File: src/rtl/jtbubl_prog_if.sv
// Write-side bus from the download adapter towards the SDRAM controller
// write port and the video PROM load port.
interface jtbubl_prog_if;
  logic [21:0] prog_addr;
  logic [7:0]  prog_data;
  logic [1:0]  prog_mask;
  logic        prog_we;
  logic        prom_we;
  logic        sdram_ack;

  modport master (
    output prog_addr,
    output prog_data,
    output prog_mask,
    output prog_we,
    output prom_we,
    input  sdram_ack
  );

  modport slave (
    input  prog_addr,
    input  prog_data,
    input  prog_mask,
    input  prog_we,
    input  prom_we,
    output sdram_ack
  );
endinterface

File: src/rtl/jtbubl_prog.sv
// ROM download adapter: queues ioctl bytes in a small FIFO and turns each one
// into either a held, byte-masked SDRAM write or a single-cycle PROM strobe.
module jtbubl_prog #(
  parameter logic [24:0] PROM_START = 25'hC_0000,
  parameter int          FIFO_AW    = 2
) (
  input  logic                 clk,
  input  logic                 rst,
  input  logic                 downloading,
  input  logic [24:0]          ioctl_addr,
  input  logic [7:0]           ioctl_data,
  input  logic                 ioctl_wr,
  jtbubl_prog_if.master        prog,
  output logic                 dwnld_busy,
  output logic                 ovf
);

  localparam int DEPTH = 2**FIFO_AW;

  typedef struct packed {
    logic        prom;
    logic [24:0] addr;
    logic [7:0]  data;
  } entry_t;

  typedef enum logic {IDLE, WAIT} state_t;

  entry_t           mem [DEPTH];
  entry_t           head;
  logic [FIFO_AW:0] wr_ptr, rd_ptr;
  logic             full, empty, push, pop, drop;
  logic             dl_q;
  logic [24:0]      prom_off;
  logic             unused_off_hi;

  state_t           state, state_nx;
  logic [21:0]      addr_nx;
  logic [7:0]       data_nx;
  logic [1:0]       mask_nx;
  logic             we_nx, prom_we_nx;

  assign empty = wr_ptr == rd_ptr;
  assign full  = (wr_ptr[FIFO_AW] != rd_ptr[FIFO_AW]) &&
                 (wr_ptr[FIFO_AW-1:0] == rd_ptr[FIFO_AW-1:0]);
  assign head  = mem[rd_ptr[FIFO_AW-1:0]];

  // A pop in the same cycle frees the slot, so a push on a full FIFO still lands
  assign push = ioctl_wr && (!full || pop);
  assign drop = ioctl_wr && full && !pop;

  assign prom_off      = head.addr - PROM_START;
  assign unused_off_hi = ^prom_off[24:22];

  assign dwnld_busy = downloading | ~empty | prog.prog_we;

  always_ff @(posedge clk) begin
    if (push)
      mem[wr_ptr[FIFO_AW-1:0]] <= {ioctl_addr >= PROM_START, ioctl_addr, ioctl_data};
  end

  always_ff @(posedge clk or posedge rst) begin
    if (rst) begin
      wr_ptr <= '0;
      rd_ptr <= '0;
    end else begin
      if (push) wr_ptr <= wr_ptr + 1'b1;
      if (pop)  rd_ptr <= rd_ptr + 1'b1;
    end
  end

  // A fresh download session clears the sticky overflow unless it overflows again at once
  always_ff @(posedge clk or posedge rst) begin
    if (rst) begin
      dl_q <= 1'b0;
      ovf  <= 1'b0;
    end else begin
      dl_q <= downloading;
      if (downloading && !dl_q) ovf <= drop;
      else                      ovf <= ovf | drop;
    end
  end

  always_ff @(posedge clk or posedge rst) begin
    if (rst) begin
      state          <= IDLE;
      prog.prog_addr <= '0;
      prog.prog_data <= '0;
      prog.prog_mask <= 2'b11;
      prog.prog_we   <= 1'b0;
      prog.prom_we   <= 1'b0;
    end else begin
      state          <= state_nx;
      prog.prog_addr <= addr_nx;
      prog.prog_data <= data_nx;
      prog.prog_mask <= mask_nx;
      prog.prog_we   <= we_nx;
      prog.prom_we   <= prom_we_nx;
    end
  end

  // SDRAM entries stay at the head until acknowledged; PROM entries pop immediately
  always_comb begin
    state_nx   = state;
    pop        = 1'b0;
    addr_nx    = prog.prog_addr;
    data_nx    = prog.prog_data;
    mask_nx    = prog.prog_mask;
    we_nx      = prog.prog_we;
    prom_we_nx = 1'b0;
    case (state)
      IDLE: begin
        if (!empty) begin
          data_nx = head.data;
          if (head.prom) begin
            addr_nx    = prom_off[21:0];
            prom_we_nx = 1'b1;
            pop        = 1'b1;
          end else begin
            addr_nx  = head.addr[22:1];
            mask_nx  = head.addr[0] ? 2'b01 : 2'b10;
            we_nx    = 1'b1;
            state_nx = WAIT;
          end
        end
      end
      WAIT: begin
        if (prog.sdram_ack) begin
          we_nx    = 1'b0;
          mask_nx  = 2'b11;
          pop      = 1'b1;
          state_nx = IDLE;
        end
      end
      default: state_nx = IDLE;
    endcase
  end

endmodule

File: src/flat_wrapper.sv
// flat-port wrapper written by rule: the top's interface ports become plain ports
module jtbubl_prog_flat 
#(
  parameter logic [24:0] PROM_START = 25'hC_0000,
  parameter int          FIFO_AW    = 2
)
  (clk, rst, downloading, ioctl_addr, ioctl_data, ioctl_wr, dwnld_busy, ovf, prog_prog_addr, prog_prog_data, prog_prog_mask, prog_prog_we, prog_prom_we, prog_sdram_ack);
  jtbubl_prog_if prog_i ();
  input  logic clk;
  input  logic rst;
  input  logic downloading;
  input  logic [24:0] ioctl_addr;
  input  logic [7:0] ioctl_data;
  input  logic ioctl_wr;
  output logic dwnld_busy;
  output logic ovf;
  output wire logic [$bits(prog_i.prog_addr)-1:0] prog_prog_addr;
  output wire logic [$bits(prog_i.prog_data)-1:0] prog_prog_data;
  output wire logic [$bits(prog_i.prog_mask)-1:0] prog_prog_mask;
  output wire logic [$bits(prog_i.prog_we)-1:0] prog_prog_we;
  output wire logic [$bits(prog_i.prom_we)-1:0] prog_prom_we;
  input wire logic [$bits(prog_i.sdram_ack)-1:0] prog_sdram_ack;
  assign prog_prog_addr = prog_i.prog_addr;
  assign prog_prog_data = prog_i.prog_data;
  assign prog_prog_mask = prog_i.prog_mask;
  assign prog_prog_we = prog_i.prog_we;
  assign prog_prom_we = prog_i.prom_we;
  assign prog_i.sdram_ack = prog_sdram_ack;
  jtbubl_prog #(.PROM_START(PROM_START), .FIFO_AW(FIFO_AW)) u_core (.clk(clk), .rst(rst), .downloading(downloading), .ioctl_addr(ioctl_addr), .ioctl_data(ioctl_data), .ioctl_wr(ioctl_wr), .prog(prog_i), .dwnld_busy(dwnld_busy), .ovf(ovf));
endmodule
File: config.mk
export PLATFORM = sky130hd
export DESIGN_NAME = jtbubl_prog_flat
export DESIGN_NICKNAME = d
export VERILOG_FILES = /design/src/rtl/jtbubl_prog_if.sv /design/src/rtl/jtbubl_prog.sv /design/src/flat_wrapper.sv
export SDC_FILE = /design/constraint.sdc
export NUM_CORES = 1
export LEC_CHECK = 0
export CAP_MARGIN = 5
export CORE_UTILIZATION = 40
export CTS_CLUSTER_DIAMETER = 150
export DETAILED_ROUTE_END_ITERATION = 7
export SYNTH_ARGS = -nofsm -noshare
export SYNTH_HDL_FRONTEND = slang
export SYNTH_SLANG_ARGS = --single-unit
File: constraint.sdc
create_clock -name clk -period 5.6 [get_ports clk]
set_clock_uncertainty 0.15 [all_clocks]
set_input_delay 1.12 -clock clk [delete_from_list [all_inputs] [get_ports clk]]
set_output_delay 1.12 -clock clk [all_outputs]
set_load 0.03 [all_outputs]
## Word-level counts from Yosys, hierarchy flattened

Memories as Yosys holds them, arrays and structs flattened.
Cells that the tools add are included.
W data, S select, Z words.

| word-level totals | value |
|---|---|
| RAM bits | 136 |
| word-level logic and storage cells | 59 |
| input bits | 38 |
| output and inout port bits | 36 |
| memories kept | 1 |
| flip-flop bits (word level) | 43 |

Memories:

| memory | words | width | rd ports | clocked after memory_dff | write ports | RTL line | text |
|---|---|---|---|---|---|---|---|
| u_core.mem | 4 | 34 | 1 | 0 | 1 | jtbubl_prog.sv:28 | `entry_t mem [DEPTH];` |

| operators by class | value |
|---|---|
| bitwise operators | 5 |
| equality and inequality tests | 6 |
| add/subtract/negate cells | 3 |
| order comparisons | 1 |
| reductions and logical operators | 11 |
| multiplexer cells | 22 |

Operator list:

| cell | number |
|---|---|
| $ge A25 B20 Y1 const B | 1 |
| $mux W22 | 1 |
| $sub A22 B20 Y22 const B | 1 |
| $mux W1 | 13 |
| $mux W2 | 4 |
| $add A3 B1 Y3 const B | 2 |
| $ne A2 B2 Y1 const B | 3 |
| $pmux W1 S2 | 3 |
| $logic_and A1 B1 Y1 | 5 |
| $pmux W2 S2 | 1 |
| $eq A3 B3 Y1 | 1 |
| $logic_not A1 Y1 | 3 |
| $or A1 B1 Y1 | 3 |
| $reduce_and A3 Y1 | 1 |
| $eq A2 B2 Y1 | 1 |
| $not A1 Y1 | 2 |
| $reduce_and A2 Y1 | 1 |
| $logic_or A1 B1 Y1 | 1 |
| $ne A1 B1 Y1 | 1 |

## Depth between registers and ports, before layout

Gate-level depths: netlist of the first run.
An unclocked memory read counts as a cell.

| logic depth | value |
|---|---|
| depth in word-level cells | 8 |
| depth in mapped cells | 7 |
| gate-level depth less buffers | 5 |

## Worst setup path after synthesis of the first run

OpenSTA, ideal clock, no wires.

| timing | value |
|---|---|
| path type | in2reg |
| start point | input prog_sdram_ack |
| end point | memory u_core.mem[0][0] in the netlist's numbering, enable pin |
| library setup time | 0.404 ns |
| stages | 4 |
| arrival time | 2.582 ns |
| path buffers | 0 |
| required time | 5.046 ns |
| path slack | 2.464 ns |
| path through | and2_1 or4_1 o21a_1 and2_1 |

| on the way | value |
|---|---|
| word-level cells in the longest chain between the ends | 6 |

RTL lines:

| element | RTL line | text |
|---|---|---|
| start, declared | flat_wrapper.sv:22 | `input wire logic [$bits(prog_i.sdram_ack)-1:0] prog_sdram_ack;` |
| $mux W1 | jtbubl_prog.sv:127 | `if (prog.sdram_ack) begin` |
| $pmux W1 S2 | jtbubl_prog.sv:110 | `case (state)` |
| $logic_or A1 B1 Y1 | jtbubl_prog.sv:48 | `assign push = ioctl_wr && (!full \|\| pop);` |
| $logic_and A1 B1 Y1 | jtbubl_prog.sv:48 |  |
| $mux W1 | jtbubl_prog.sv:57 | `if (push)` |
| $mux W1 (not written as such) | jtbubl_prog.sv:58 | `mem[wr_ptr[FIFO_AW-1:0]] <= {ioctl_addr >= PROM_START, ioctl_addr, ioctl_data};` |
| end, declared | jtbubl_prog.sv:28 |  |

Every way passes these cells.

## Worst setup path in the final report of the first run

| timing | value |
|---|---|
| start point | register u_core.rd_ptr[0] |
| end point | output dwnld_busy |

| on the way | value |
|---|---|
| word-level cells in the longest chain between the ends | 4 |

RTL lines:

| element | RTL line | text |
|---|---|---|
| start, declared | jtbubl_prog.sv:30 | `logic [FIFO_AW:0] wr_ptr, rd_ptr;` |
| start signal, assigned | jtbubl_prog.sv:67 | `if (pop) rd_ptr <= rd_ptr + 1'b1;` |
| $eq A3 B3 Y1 | jtbubl_prog.sv:42 | `assign empty = wr_ptr == rd_ptr;` |
| $not A1 Y1 | jtbubl_prog.sv:54 | `assign dwnld_busy = downloading \| ~empty \| prog.prog_we;` |
| $or A1 B1 Y1 (2 in series) | jtbubl_prog.sv:54 |  |
| end, declared | flat_wrapper.sv:15 | `output logic dwnld_busy;` |

Every way passes these cells.

==> flow_summary.toml, run 1 <==
[global_routing]
grt_pass1_vias = 3658
grt_pass1_wl_um = 19820
overflow = 0
grtUsageTotal = 0.1553
antenna_found_initial = 0
grt_max_degree = 44

[sta]
slew_headroom = 0.3577
drv_slew = 0
min_period_ns = 3.798
finalHoldViolations = 0
tightest_slew_ns = 0.9620
grt_setup_unrepaired = "no"
fin_crit_sh = 0.6782
setup-tns-final_ns = 0
setup_viol = 0
max_freq_mhz = 263.3
hold_slack_ns = 0.3212

[route]
drtPass1Iterations = 4
postRouteAntennaNets = 0
vias = 3302
viasPerCell = 4.980
route.detailed.drc = 0
drt-initial-drc-count = 230
wl_per_cell_um = 18.33
drt_wl_total_um = 12160

[place]
place_congestion = 0.7101
placedCellCount = 631
dpl.hpwl_um = 7439
portBuffers = 73

[clock_network]
cts-root-buf = "clkbuf_16"
cts_tree = "yes"
clkSlewWorstSetupHoldPaths_ns = 0.06
cts.sinks = 171
cts_repair_resize_count = 0
cts_buffer_depth = 2
cts_buffers = 17
htreeDepth = 4
clk_latency_ns = 0.42
postCtsSetupBuffers = 0
cts_hold_buf = 0

[run_status]
status = "finished clean"

[yosys]
synth_warnings = 0
ys_ff_latch = 171
syn_inst = 354
seq_area_frac_synth = 0.7351
yosysUniqueCellTypes = 36
synth_nets = 398
synth.avg_cell_area_um2 = 18.92
synthesis.area_um2 = 6696

[setup_path]
crit_arrival_ns = 2.53
r2r_start = "u_core.rd_ptr[1]"
cp.required_ns = 4.33
critPathCaptureType = "output pin"
cp-startpoint = "u_core.rd_ptr[0]"
path_class = "flop to output pin"
critical_path_peak_fanout = 17
crit_path_start_kind = "flop"

[worst_hold_path]
hold_path_class = "flop to flop"
hold_path_startpoint = "u_core.prog.prog_mask[0]"

[pwr]
leakage_nw = 2.924
powerDensity_nw_per_um2 = 618.5
ir_drop_uv = 280.3

[layout]
antenna_cells = 0
drive_gt1_frac = 0.1969
final_cells = 663
syn_to_final_growth_pct = 23.32
nets = 478

[floorplanning]
initial_core_util = 0.4155
die_area_um2 = 17260
core_region_area_um2 = 16120
die_w_um = 131.4
io_pins = 74
die_y_um = 131.4
rows = 46

[job]
drv_cap = 0
[cell type report]
| type | instances | area, um^2 |
|---|---|---|
| clock buffer | 17 | 425.4 |
| clock inverter | 15 | 173.9 |
| fill | 1310 | 7858 |
| inverter | 9 | 33.78 |
| multi-input combinational | 158 | 1669 |
| sequential | 171 | 4925 |
| tap | 216 | 270.3 |
| timing repair buffer | 77 | 760.7 |
[worst paths after layout]
path	endpoint	slack [ns]	cells after the start
max	dwnld_busy	1.80	4
min	u_core.prog.prog_mask[0]	0.32	2
max reg2reg	u_core.mem[1][7]	1.99	5
min reg2reg	u_core.prog.prog_mask[0]	0.32	2
max in group asynchronous	u_core.rd_ptr[1]	3.55	2
min in group asynchronous	u_core.prog.prog_addr[5]	1.09	2
[stage by stage]
stage	util	worst slack, ns	total power [mW]	area (um^2)
floorplan	-	2.464	3.357	6696
global placement	0.4752	1.815	3.955	7659
detailed placement	0.4752	1.806	3.990	7659
CTS	0.5124	1.745	5.185	8258
global route	0.5124	1.641	5.398	8258
finish	0.5124	1.802	5.108	8258
[critical path, stage by stage (launching register included)]
cell and delay [ns]:
dfrtp_2 0.60, xnor2_1 0.43, nand3_1 0.16, or3_1 0.33, clkdlybuf4s50_1 0.59
[report_power, final]
group | switching (mW) | internal (mW) | leakage [nW]
clock | 0.482 | 0.700 | 0.273
combinational | 1.09 | 0.887 | 0.989
sequential | 0.178 | 1.77 | 1.66
[logic make-up (layout without fill, tap and decap cells)]
family                   after synthesis  in the layout  synth area share
adder cells (fa/ha/maj)                6              6           0.01121
AO/OA/AOI/OAI                         38             38           0.03401
AND/OR/NAND/NOR                       39             39           0.02859
multiplexers                          63             63            0.1570
buffers and inverters                 25            118           0.01850
XOR/XNOR                              12             12           0.01569
flip-flops                           171            171            0.7351
[cells in the mapped netlist]
library cell / count / area (um^2)
nor2b_1: 1 / 6.260
or4_1: 1 / 7.510
nand3_1: 1 / 5.000
a32oi_1: 1 / 8.760
xor2_1: 5 / 43.79
o21ai_0: 6 / 30.03
inv_1: 9 / 33.78
a211o_1: 1 / 8.760
nand2_1: 2 / 7.510
xnor2_1: 7 / 61.31
and2_1: 4 / 25.02
or3_1: 1 / 6.260
buf_6: 2 / 22.52
a31oi_1: 2 / 12.51
ha_1: 6 / 75.07
and2_4: 1 / 8.760
a22o_1: 1 / 8.760
buf_4: 1 / 7.510
dfrtp_1: 41 / 1026
o311a_4: 1 / 21.27
and3b_1: 1 / 8.760
nor2_1: 22 / 82.58
nor4_1: 1 / 6.260
o211ai_1: 2 / 15.01
dfstp_2: 2 / 52.55
mux4_2: 32 / 720.7
mux2i_1: 21 / 210.2
buf_2: 9 / 45.04
nand2b_1: 3 / 18.77
mux2_2: 8 / 90.09
a21oi_1: 23 / 115.1
edfxtp_1: 128 / 3844
or2_4: 1 / 8.760
mux2_4: 2 / 30.03
clkbuf_1: 4 / 15.01
o21a_1: 1 / 7.510
[cell usage in the layout, fill, tap and decap left out, types with 2 or more instances in the layout]
cell and instances:
edfxtp_1 128, clkdlybuf4s50_1 73, dfrtp_1 39, mux4_2 32
a21oi_1 23, nor2_1 22, mux2i_1 21, clkbuf_16 17
inv_1 8, mux2_2 8, xnor2_1 7, o21ai_0 6
ha_1 6, clkinvlp_4 6, xor2_1 5, buf_4 4
nand2b_1 3, and2_2 3, bufinv_16 3, mux2_4 2
o211ai_1 2, nand2_1 2, clkinv_1 2, inv_6 2
dfstp_2 2, dfrtp_2 2
[registers in the layout, summed over array words and instances (netlist names)]
| signal | cells |
|---|---|
| u_core.prog.prog_data | 8 |
| u_core.prog.prog_we | 1 |
| u_core.prog.prog_mask | 2 |
| u_core.state | 1 |
| u_core.dl_q | 1 |
| u_core.prog.prom_we | 1 |
| u_core.wr_ptr | 3 |
| u_core.prog.prog_addr | 22 |
| u_core.ovf | 1 |
| u_core.mem | 128 |
| u_core.rd_ptr | 3 |
[routing by layer]
layer  wire length (um)  track usage  up-vias
met5                  0            0        -
met4                225      0.07041        0
met3                505      0.03858       15
met2               6134       0.2609       73
met1               5289       0.1894     1680
li1                   -            -     1534
Note: power is estimated with default switching activity, not from simulation.
==> run 2: changes to the inputs <==
- clock period: 5.6 -> 3.8 ns (I/O delays scaled with it)
==> run 2 against run 1 <==
  * Count of clock-buffer cells in the layout rose by 4
  * Worst hold slack got worse by 0.0017 ns
  * Sequential power increased by 46%
  * Via count about the same
  * Combinational power rose by 49%
  * Flip-flop and latch count unchanged
  * Setup slack worse by 1.4 ns
  * Critical path type unchanged
  * Largest power group unchanged
==> flow_summary.toml, run 2 (synthesis results as in run 1) <==
[worst_hold_path]
hold_path_startpoint = "u_core.prog.prog_mask[0]"
hold_path_class = "flop to flop"
min_path_cells = 2
hold_end = "u_core.prog.prog_mask[0]"

[floorplanning]
rows = 46
io_pins = 74
die_y_um = 131.4
die_w_um = 131.4
die_area_um2 = 17260
initial_core_util = 0.4155
core_region_area_um2 = 16120

[layout]
final_common_cell = "edfxtp_1"
syn_to_final_growth_pct = 24.22
n_fill_cell = 1297
largest_reg_flops = 128
antenna_cells = 0
regArea_um2 = 4925
multi_input_area_um2 = 1669
layout_common_cells = "128 x edfxtp_1, 73 x clkdlybuf4s50_1, 39 x dfrtp_1"
drive_gt1_frac = 0.2044
nets = 481

[place]
place_ws_ns = 0.4966
portBuffers = 73
dpl.hpwl_um = 7587
place_congestion = 0.6971

[sta]
setup-tns-final_ns = 0
min_period_ns = 3.354
drv_slew = 0
hold_slack_ns = 0.3195
setup_viol = 0
setup_slack_ns = 0.4459
slew_headroom = 0.3867
finalHoldViolations = 0
grt_setup_unrepaired = "no"
max_freq_mhz = 298.1
fin_crit_sh = 0.8827
tightest_slew_ns = 0.9200

[route]
drtPass1Iterations = 4
drt_wl_total_um = 12300
vias = 3305
drt-initial-drc-count = 140
route.detailed.drc = 0
wl_per_cell_um = 18.46
postRouteAntennaNets = 0
viasPerCell = 4.962

[global_routing]
grt_pass1_wl_um = 19690
antenna_found_initial = 0
grt_max_degree = 33
grtUsageTotal = 0.1544
overflow = 0
grt_pass1_vias = 3576

[clock_network]
cts.sinks = 171
cts_repair_resize_count = 0
cts_buffer_depth = 2
postCtsSetupBuffers = 0
htreeDepth = 4
clk_latency_ns = 0.42
cts_buffers = 17
cts-root-buf = "clkbuf_16"
clkSlewWorstSetupHoldPaths_ns = 0.06
cts_hold_buf = 0
cts_tree = "yes"

[setup_path]
cpMaxStageDelayCell = "clkdlybuf4s50_1"
path_class = "flop to output pin"
cp_cell_sequence = "xnor2_1, nand3_1, or3_1, clkdlybuf4s50_1"
path_delay_family = "buffers and inverters"
critPathBufInv = 1
critical_path_peak_fanout = 12
r2r_start = "u_core.rd_ptr[1]"
crit_arrival_ns = 2.44
worst-path-stages = 4
critPathCaptureType = "output pin"
r2r_slack_ns = 1.15
cp.required_ns = 2.89
r2r_cells = 4
r2r_end = "u_core.mem[2][7]"
cpPeakStageDelay_ns = 0.59
crit_path_start_kind = "flop"

[pwr]
powerDensity_nw_per_um2 = 917.6
total_power_mw = 7.633
p_switching_mw = 2.554
p_sw_frac = 0.3346
ir_drop_uv = 427.4
clkPwrFrac = 0.240
leakage_nw = 2.970
intPower_mw = 5.079
combPwrFrac = 0.388
seq_power_share = 0.372

[job]
drv_cap = 0

[run_status]
status = "finished clean"
run 2: cell count changes in the layout (fill, tap and decap cells not counted):
cell / previous run / this run
clkinv_2: 1 / 3
bufinv_16: 3 / 4
clkinvlp_4: 6 / 3
clkbuf_8: 0 / 3
inv_6: 2 / 0
clkinv_1: 2 / 0
clkbuf_1: 0 / 1
buf_4: 4 / 7
run 2: worst reg2reg max path: cells and delay by family (launching register included):
| family | cells | cell delay [ns] |
|---|---|---|
| AND/OR/NAND/NOR | 2 | 1.04 |
| AO/OA/AOI/OAI | 1 | 0.28 |
| flip-flops | 1 | 0.55 |
| XOR/XNOR | 1 | 0.23 |
run 2: cell type report:
cell class | instances | share of cell area
Inverter | 9 | 0.004061
Clock buffer | 21 | 0.05656
Sequential cell | 171 | 0.5921
Multi-Input combinational cell | 158 | 0.2007
Timing Repair Buffer | 80 | 0.09416
Tap cell | 216 | 0.03249
Clock inverter | 11 | 0.02001
run 2: worst max-delay path by stage:
stage                          start               end
floorplan             prog_sdram_ack  u_core.mem[0][0]
global placement      prog_sdram_ack  u_core.mem[1][4]
CTS                 u_core.rd_ptr[1]        dwnld_busy
detailed placement    prog_sdram_ack  u_core.mem[0][2]
global route        u_core.rd_ptr[1]        dwnld_busy
finish              u_core.rd_ptr[1]        dwnld_busy
run 2: routing by layer:
metal | global-route usage | share of wire
met5 | 0 | 0
met4 | 0.06783 | 0.015
met3 | 0.03009 | 0.028
met2 | 0.2592 | 0.51
met1 | 0.1950 | 0.45
run 2: power by group through the flow:
stage	Combinational, mW	Clock, mW	Sequential [mW]
floorplan	1.78	0	3.17
global placement	3.00	0	2.85
detailed placement	3.03	0	2.88
CTS	3.04	1.87	2.85
global route	3.23	1.95	2.90
finish	2.96	1.83	2.84
run 2: per-stage QoR:
step	cells	utilization	area [um^2]
6_report	666	0.5161	8318
5_1_grt	666	0.5161	8318
4_1_cts	666	0.5161	8318
3_5_place_dp	634	0.4766	7681
3_3_place_gp	634	0.4766	7681
2_1_floorplan	354	-	6696
==> run 3: changes to the inputs <==
- ABC_AREA: unset -> 1
- CORE_UTILIZATION: 40 -> 56
- PLACE_DENSITY: unset -> 0.79
==> run 3 against run 2 <==
  * Cell count grew 29%
  * Synthesized cell count rose by 69%
  * Sequential power barely moved
==> flow_summary.toml, run 3 <==
[run_status]
status = "finished clean"

[yosys]
synth_edf_count = 128
ys_async_sr_fraction = 0.2515
seq_area_frac_synth = 0.7086
synth_nets = 642
yosys.area_share.xor_xnor = 0.005043
netlist.area_leader.share = 0.5533
yosys.cell_count.top_type = "nand2_1"
synth-compound-area-share = 0.06304
yosysTopAreaCell = "edfxtp_1"
synth_top_family_by_area = "simple AND/OR/NAND/NOR gates"
synthAdderAreaFrac = 0.01081
synth.avg_cell_area_um2 = 11.62
synth_warnings = 0
synth.area.mux_share = 0
synthTopCellsByCount = "180 x nand2_1, 128 x edfxtp_1, 52 x nand3_1"
synth_area_leaders = "edfxtp_1 55%, dfrtp_1 15%, nand2_1 9.7%"
yosysUniqueCellTypes = 28
syn_inst = 598
synthesis.area_um2 = 6947
ys_ff_latch = 171
yosys.area_share.simple = 0.1689
synthFlopType = "edfxtp_1"

[worst_hold_path]
hold_path_class = "flop to flop"
hold_end = "u_core.prog.prog_addr[12]"
hold_path_startpoint = "u_core.prog.prog_addr[12]"
min_path_cells = 2

[setup_path]
critPathMostFrequentCell = "nand2_1"
r2r_end = "u_core.mem[0][1]"
cp.required_ns = 2.89
crit_arrival_ns = 2.43
r2r_slack_ns = 0.71
path_class = "flop to output pin"
r2r_start = "u_core.rd_ptr[0]"
cpPeakStageDelay_ns = 0.59
crit_path_start_kind = "flop"
critPathCaptureType = "output pin"
cp_cell_sequence = "inv_2, nand2_1, nand2_1, nand3_2, nor2_1, nand2_1, clkdlybuf4s50_1"
r2r_cells = 10
path_delay_family = "buffers and inverters"
critical_path_peak_fanout = 14
cpMaxStageDelayCell = "clkdlybuf4s50_1"
critPathBufInv = 2

[layout]
antenna_cells = 0
drive_gt1_frac = 0.09579
syn_to_final_growth_pct = 21.90
n_fill_cell = 801
final_common_cell = "nand2_1"
regArea_um2 = 4923
largest_reg_flops = 128
final_cells = 857
multi_input_area_um2 = 1732
layout_common_cells = "180 x nand2_1, 128 x edfxtp_1, 73 x clkdlybuf4s50_1"
nets = 720
stdcell_area_um2 = 8468

[floorplanning]
die_w_um = 113.4
io_pins = 74
die_area_um2 = 12850
core_region_area_um2 = 12060
rows = 40
initial_core_util = 0.5759
die_y_um = 113.4

[place]
dpl.hpwl_um = 9419
portBuffers = 73
place_congestion = 0.8054
place_ws_ns = 0.8145
placed_area_um2 = 7840
placedCellCount = 825

[job]
drv_cap = 0

[global_routing]
grtUsageTotal = 0.2499
antenna_found_initial = 0
overflow = 0
grt_pass1_wl_um = 23620
grt_pass1_vias = 4735
grt_max_degree = 55

[clock_network]
cts_buffers = 17
postCtsSetupBuffers = 0
cts_hold_buf = 0
cts.sinks = 171
clk_latency_ns = 0.42
htreeDepth = 4
cts_tree = "yes"
cts-root-buf = "clkbuf_16"
cts_buffer_depth = 2
clkSlewWorstSetupHoldPaths_ns = 0.07
cts_repair_resize_count = 0

[sta]
fin_crit_sh = 0.8786
grt_setup_unrepaired = "no"
drv_slew = 0
slew_headroom = 0.3979
setup_slack_ns = 0.4615
finalHoldViolations = 0
max_freq_mhz = 299.5
setup_viol = 0
setup-tns-final_ns = 0
hold_slack_ns = 0.3528
tightest_slew_ns = 0.9019
min_period_ns = 3.339

[pwr]
ir_drop_uv = 486.6
powerDensity_nw_per_um2 = 924.2
leakage_nw = 3.350

[route]
drt_wl_total_um = 14860
route.detailed.drc = 0
drt-initial-drc-count = 456
vias = 4735
postRouteAntennaNets = 0
drtPass1Iterations = 5
wl_per_cell_um = 17.34
viasPerCell = 5.525
-- run 3: cell types whose count changed after synthesis, moves of 7 or more --
cell / previous run / this run
a21oi_1: 23 / 10
inv_1: 9 / 33
mux2_2: 8 / 0
mux2i_1: 21 / 0
mux4_2: 32 / 0
nand2_1: 2 / 180
nand3_1: 1 / 52
nor2_1: 22 / 46
o211ai_1: 2 / 11
o211ai_2: 0 / 7
o21ai_0: 6 / 27
o22ai_1: 0 / 10
-- run 3: cells by family (layout without fill, tap and decap cells) --
| family | count (synthesis) | count (layout) |
|---|---|---|
| buffers and inverters | 64 | 155 |
| AO/OA/AOI/OAI | 68 | 68 |
| flip-flops | 171 | 171 |
| adder cells (fa/ha/maj) | 6 | 6 |
| XOR/XNOR | 4 | 4 |
| AND/OR/NAND/NOR | 285 | 285 |
-- run 3: worst min-delay path, cell delays in order, from the launching register on --
cell and delay, ns:
dfrtp_1 0.35, nand2_1 0.07, o211ai_2 0.05
-- run 3: final cells by class --
class | instances | area share
timing repair buffer | 88 | 0.09959
multi-input combinational | 363 | 0.2045
clock buffer | 22 | 0.05482
clock inverter | 10 | 0.01936
sequential | 171 | 0.5814
inverter | 35 | 0.01551
tap | 168 | 0.02482
-- run 3: worst max path at each step --
| stage | slack (ns) | cells past startpoint | from | to |
|---|---|---|---|---|
| final | 0.46 | 7 | u_core.rd_ptr[1] | dwnld_busy |
| after global routing | 0.29 | 7 | u_core.rd_ptr[1] | dwnld_busy |
| after CTS | 0.45 | 7 | u_core.rd_ptr[1] | dwnld_busy |
| after detailed placement | 0.81 | 10 | u_core.rd_ptr[0] | u_core.mem[0][17] |
| after global placement | 0.89 | 4 | downloading | dwnld_busy |
| after floorplan | 0.73 | 8 | u_core.rd_ptr[1] | u_core.mem[0][0] |
-- run 3: routing by layer --
layer,GRT usage,share of wire,vias to the layer above,wire [um]
met4,0.1132,0.023,0,337
li1,-,-,2192,-
met3,0.06429,0.085,39,1261
met1,0.3159,0.39,2248,5749
met5,0,0,-,0
met2,0.4102,0.51,256,7509
-- run 3: through the flow --
stage	power, mW	utilization
4_1_cts	7.845	0.7021
3_5_place_dp	6.003	0.6500
2_1_floorplan	4.998	-
5_1_grt	8.266	0.7021
3_3_place_gp	5.911	0.6500
6_report	7.826	0.7021
-- run 3: where the power goes --
| group | total, mW | internal [mW] | switching, mW | leakage, nW |
|---|---|---|---|---|
| clock | 1.81 | 1.14 | 0.675 | 0.305 |
| combinational | 3.19 | 1.06 | 2.12 | 1.37 |
| sequential | 2.83 | 2.58 | 0.244 | 1.68 |
==> RTL edit (flow settings as in run 1) <==
Reset style: synchronous (`rst`), changed in 3 clocked blocks.
--- a/src/rtl/jtbubl_prog.sv
+++ b/src/rtl/jtbubl_prog.sv
@@ -59,5 +59,5 @@
   end
 
-  always_ff @(posedge clk or posedge rst) begin
+  always_ff @(posedge clk) begin
     if (rst) begin
       wr_ptr <= '0;
@@ -70,5 +70,5 @@
 
   // A fresh download session clears the sticky overflow unless it overflows again at once
-  always_ff @(posedge clk or posedge rst) begin
+  always_ff @(posedge clk) begin
     if (rst) begin
       dl_q <= 1'b0;
@@ -81,5 +81,5 @@
   end
 
-  always_ff @(posedge clk or posedge rst) begin
+  always_ff @(posedge clk) begin
     if (rst) begin
       state          <= IDLE;
Check against the original RTL: differs if rst is asserted again (counterexample within 4 cycles, from zero or initial values and one cycle with rst high); with rst held inactive, the same outputs for 4 cycles.
==> RTL edit against run 1 <==
The flow now finishes with violations (design-rule violations). Register-to-register slack better by 0.45 ns. Worst setup slack better by 0.12 ns. Critical endpoint unchanged. Sequential cell count is 2 higher. Count of clock-buffer cells in the layout stayed put. Critical path type is now in -> out. Design area is 0.77% lower. Combinational power is 26% lower. Synthesized area is 0.43% higher. Power is 17% lower. Critical path depth stayed put. Wire length is 2.7% higher. Highest routed layer unchanged.
==> RTL edit: results (changes against run 1) <==
run status complete, but fails checks; main area contributors after synthesis edfxtp_1 (57%), dfxtp_1 (13%), mux4_2 (11%); Slew Viols, Final 0 (unchanged); relative slew slack 35.29% (-0.48 points); postcts setup bufs 0 (unchanged); post-CTS sizing 0 (unchanged); Final Net Count 515 (+7.7%); leakage 2.791 nW (-4.5%); syn_nets 439 (+10%); Worst setup startpoint downloading; largest net degree at the start of global routing 56 (+27%); failing checks design-rule violations; HP Class reg -> reg; top post-synthesis cells by count edfxtp_1 (128), dfxtp_1 (45), mux4_2 (32); clock root buffer clkbuf_16; TritonRoute pass-1 iters 6 (+2); mean routed wirelength per cell 17.74 um (-3.2%); Total Wirelength 12490 um (+2.7%); placed cell count 672 (+6.5%); critical path class in -> out; hold_ws 0.3088 ns (-0.01238 ns); capturing point of the worst reg2reg path u_core.mem[0][22]; # port buffers 73 (unchanged); Synth warnings 0 (unchanged); Critical Path Sink dwnld_busy; All-Layer GR Usage 15.84% (+0.31 points); drt drc 2 (+2); n_diodes 0 (unchanged); Post-Syn Area per Cell 17.03 um2 (-10%); peak supply drop 0.0004067 V (+45%); met1 Use GR 20.42% (+1.5 points); Worst R2R Path Depth 4 (-1); Yosys cell types 40 (+11%); dpl hpwl 7633 um (+2.6%); met2 usage 26.40% (+0.30 points); Post-synth EDFFs 128 (unchanged); critical path fanouts, max 2 (-15); max FFs per register 128 (unchanged); initial antenna violation count 0 (unchanged); CTS Buffer Depth 2 (unchanged); Skew-Pair Late Insertion Delay 0.43 ns; vias in the first global route 3820 (+4.4%); GR met3 Demand/Resource 3.511% (-0.35 points); gpl congestion 0.7334 (+3.3%); CTS Buf Count 17 (unchanged); sequential-to-total area share from yosys stat 70.55% (-3.0 points); worst reg-to-reg setup slack 2.44 ns (+0.45 ns); asr flop ratio synth 0% (-25 points); first-pass GRT wire length 20640 um (+4.2%); clk slew on worst S/H paths roughly 0.07 ns; vias per cell 4.990 (+0.19%); layout cells sized above 1 17.36% (-2.3 points); H-tree level count 4 (unchanged); iteration-0 DRC count of the detailed router 239 (+3.9%)
[RTL edit: cell count changes after synthesis, moves of 4 or more]
cell,before,now
buf_6,2,7
nand2_1,2,25
nor2_1,22,28
dfxtp_1,0,45
a21oi_1,23,15
inv_1,9,5
dfrtp_1,41,0
mux2_2,8,4
o21ai_0,6,2
a211oi_1,0,20
[RTL edit: critical path, stage by stage]
cell and delay (ns):
clkdlybuf4s50_1 0.48, nor2_1 0.05, nand4_1 0.09, clkdlybuf4s50_1 0.67
[RTL edit: per-stage QoR]
step	total power [mW]	instance area, um2	worst slack (ns)
2_1_floorplan	2.733	6725	1.840
3_3_place_gp	3.155	7640	1.893
3_5_place_dp	3.172	7640	1.835
4_1_cts	4.282	8194	1.908
5_1_grt	4.443	8194	1.872
6_report	4.218	8194	1.922
[RTL edit: cell type report]
| class | count | area, um2 |
|---|---|---|
| clock buffer | 17 | 425.4 |
| clock inverter | 15 | 128.9 |
| fill | 1393 | 8330 |
| inverter | 5 | 18.77 |
| multi-input combinational | 196 | 1837 |
| sequential | 173 | 4746 |
| tap | 220 | 275.3 |
| timing repair buffer | 78 | 763.2 |
[RTL edit: kinds of logic after synthesis]
group	after synthesis	share of synthesized area [%]
DFF	173	70.55
and+or+nand+nor	75	5.023
muxes	57	14.51
AOI/OAI and AO/OA	50	5.396
buffers and inverters	26	2.363
xor gates and xnor gates	8	1.042
adders and majority gates	6	1.116
[RTL edit: how the worst min path moves through the flow]
stage	start	endpoint	slack [ns]	depth (start not counted)
final	u_core.prog.prog_data[2]	u_core.prog.prog_data[2]	0.31	2
after CTS	u_core.prog.prog_addr[18]	u_core.prog.prog_addr[18]	0.31	2
after global routing	u_core.prog.prog_data[3]	u_core.prog.prog_data[3]	0.34	2
after detailed placement	u_core.prog.prog_data[0]	u_core.prog.prog_data[0]	0.30	2
after floorplan	u_core.dl_q	u_core.ovf	0.34	2
after global placement	u_core.prog.prog_data[2]	u_core.prog.prog_data[2]	0.30	2
[RTL edit: metal layers]
metal | vias to the layer above | routed length (um)
met4 | 0 | 84
met1 | 1753 | 5770
met3 | 6 | 401
met5 | - | 0
li1 | 1690 | -
met2 | 64 | 6234
[RTL edit: where the power goes]
group	total [mW]	switching, mW	internal (mW)
logic	1.47	0.850	0.621
registers	1.64	0.0839	1.56
clock network	1.10	0.519	0.584
total	4.22	1.45	2.76
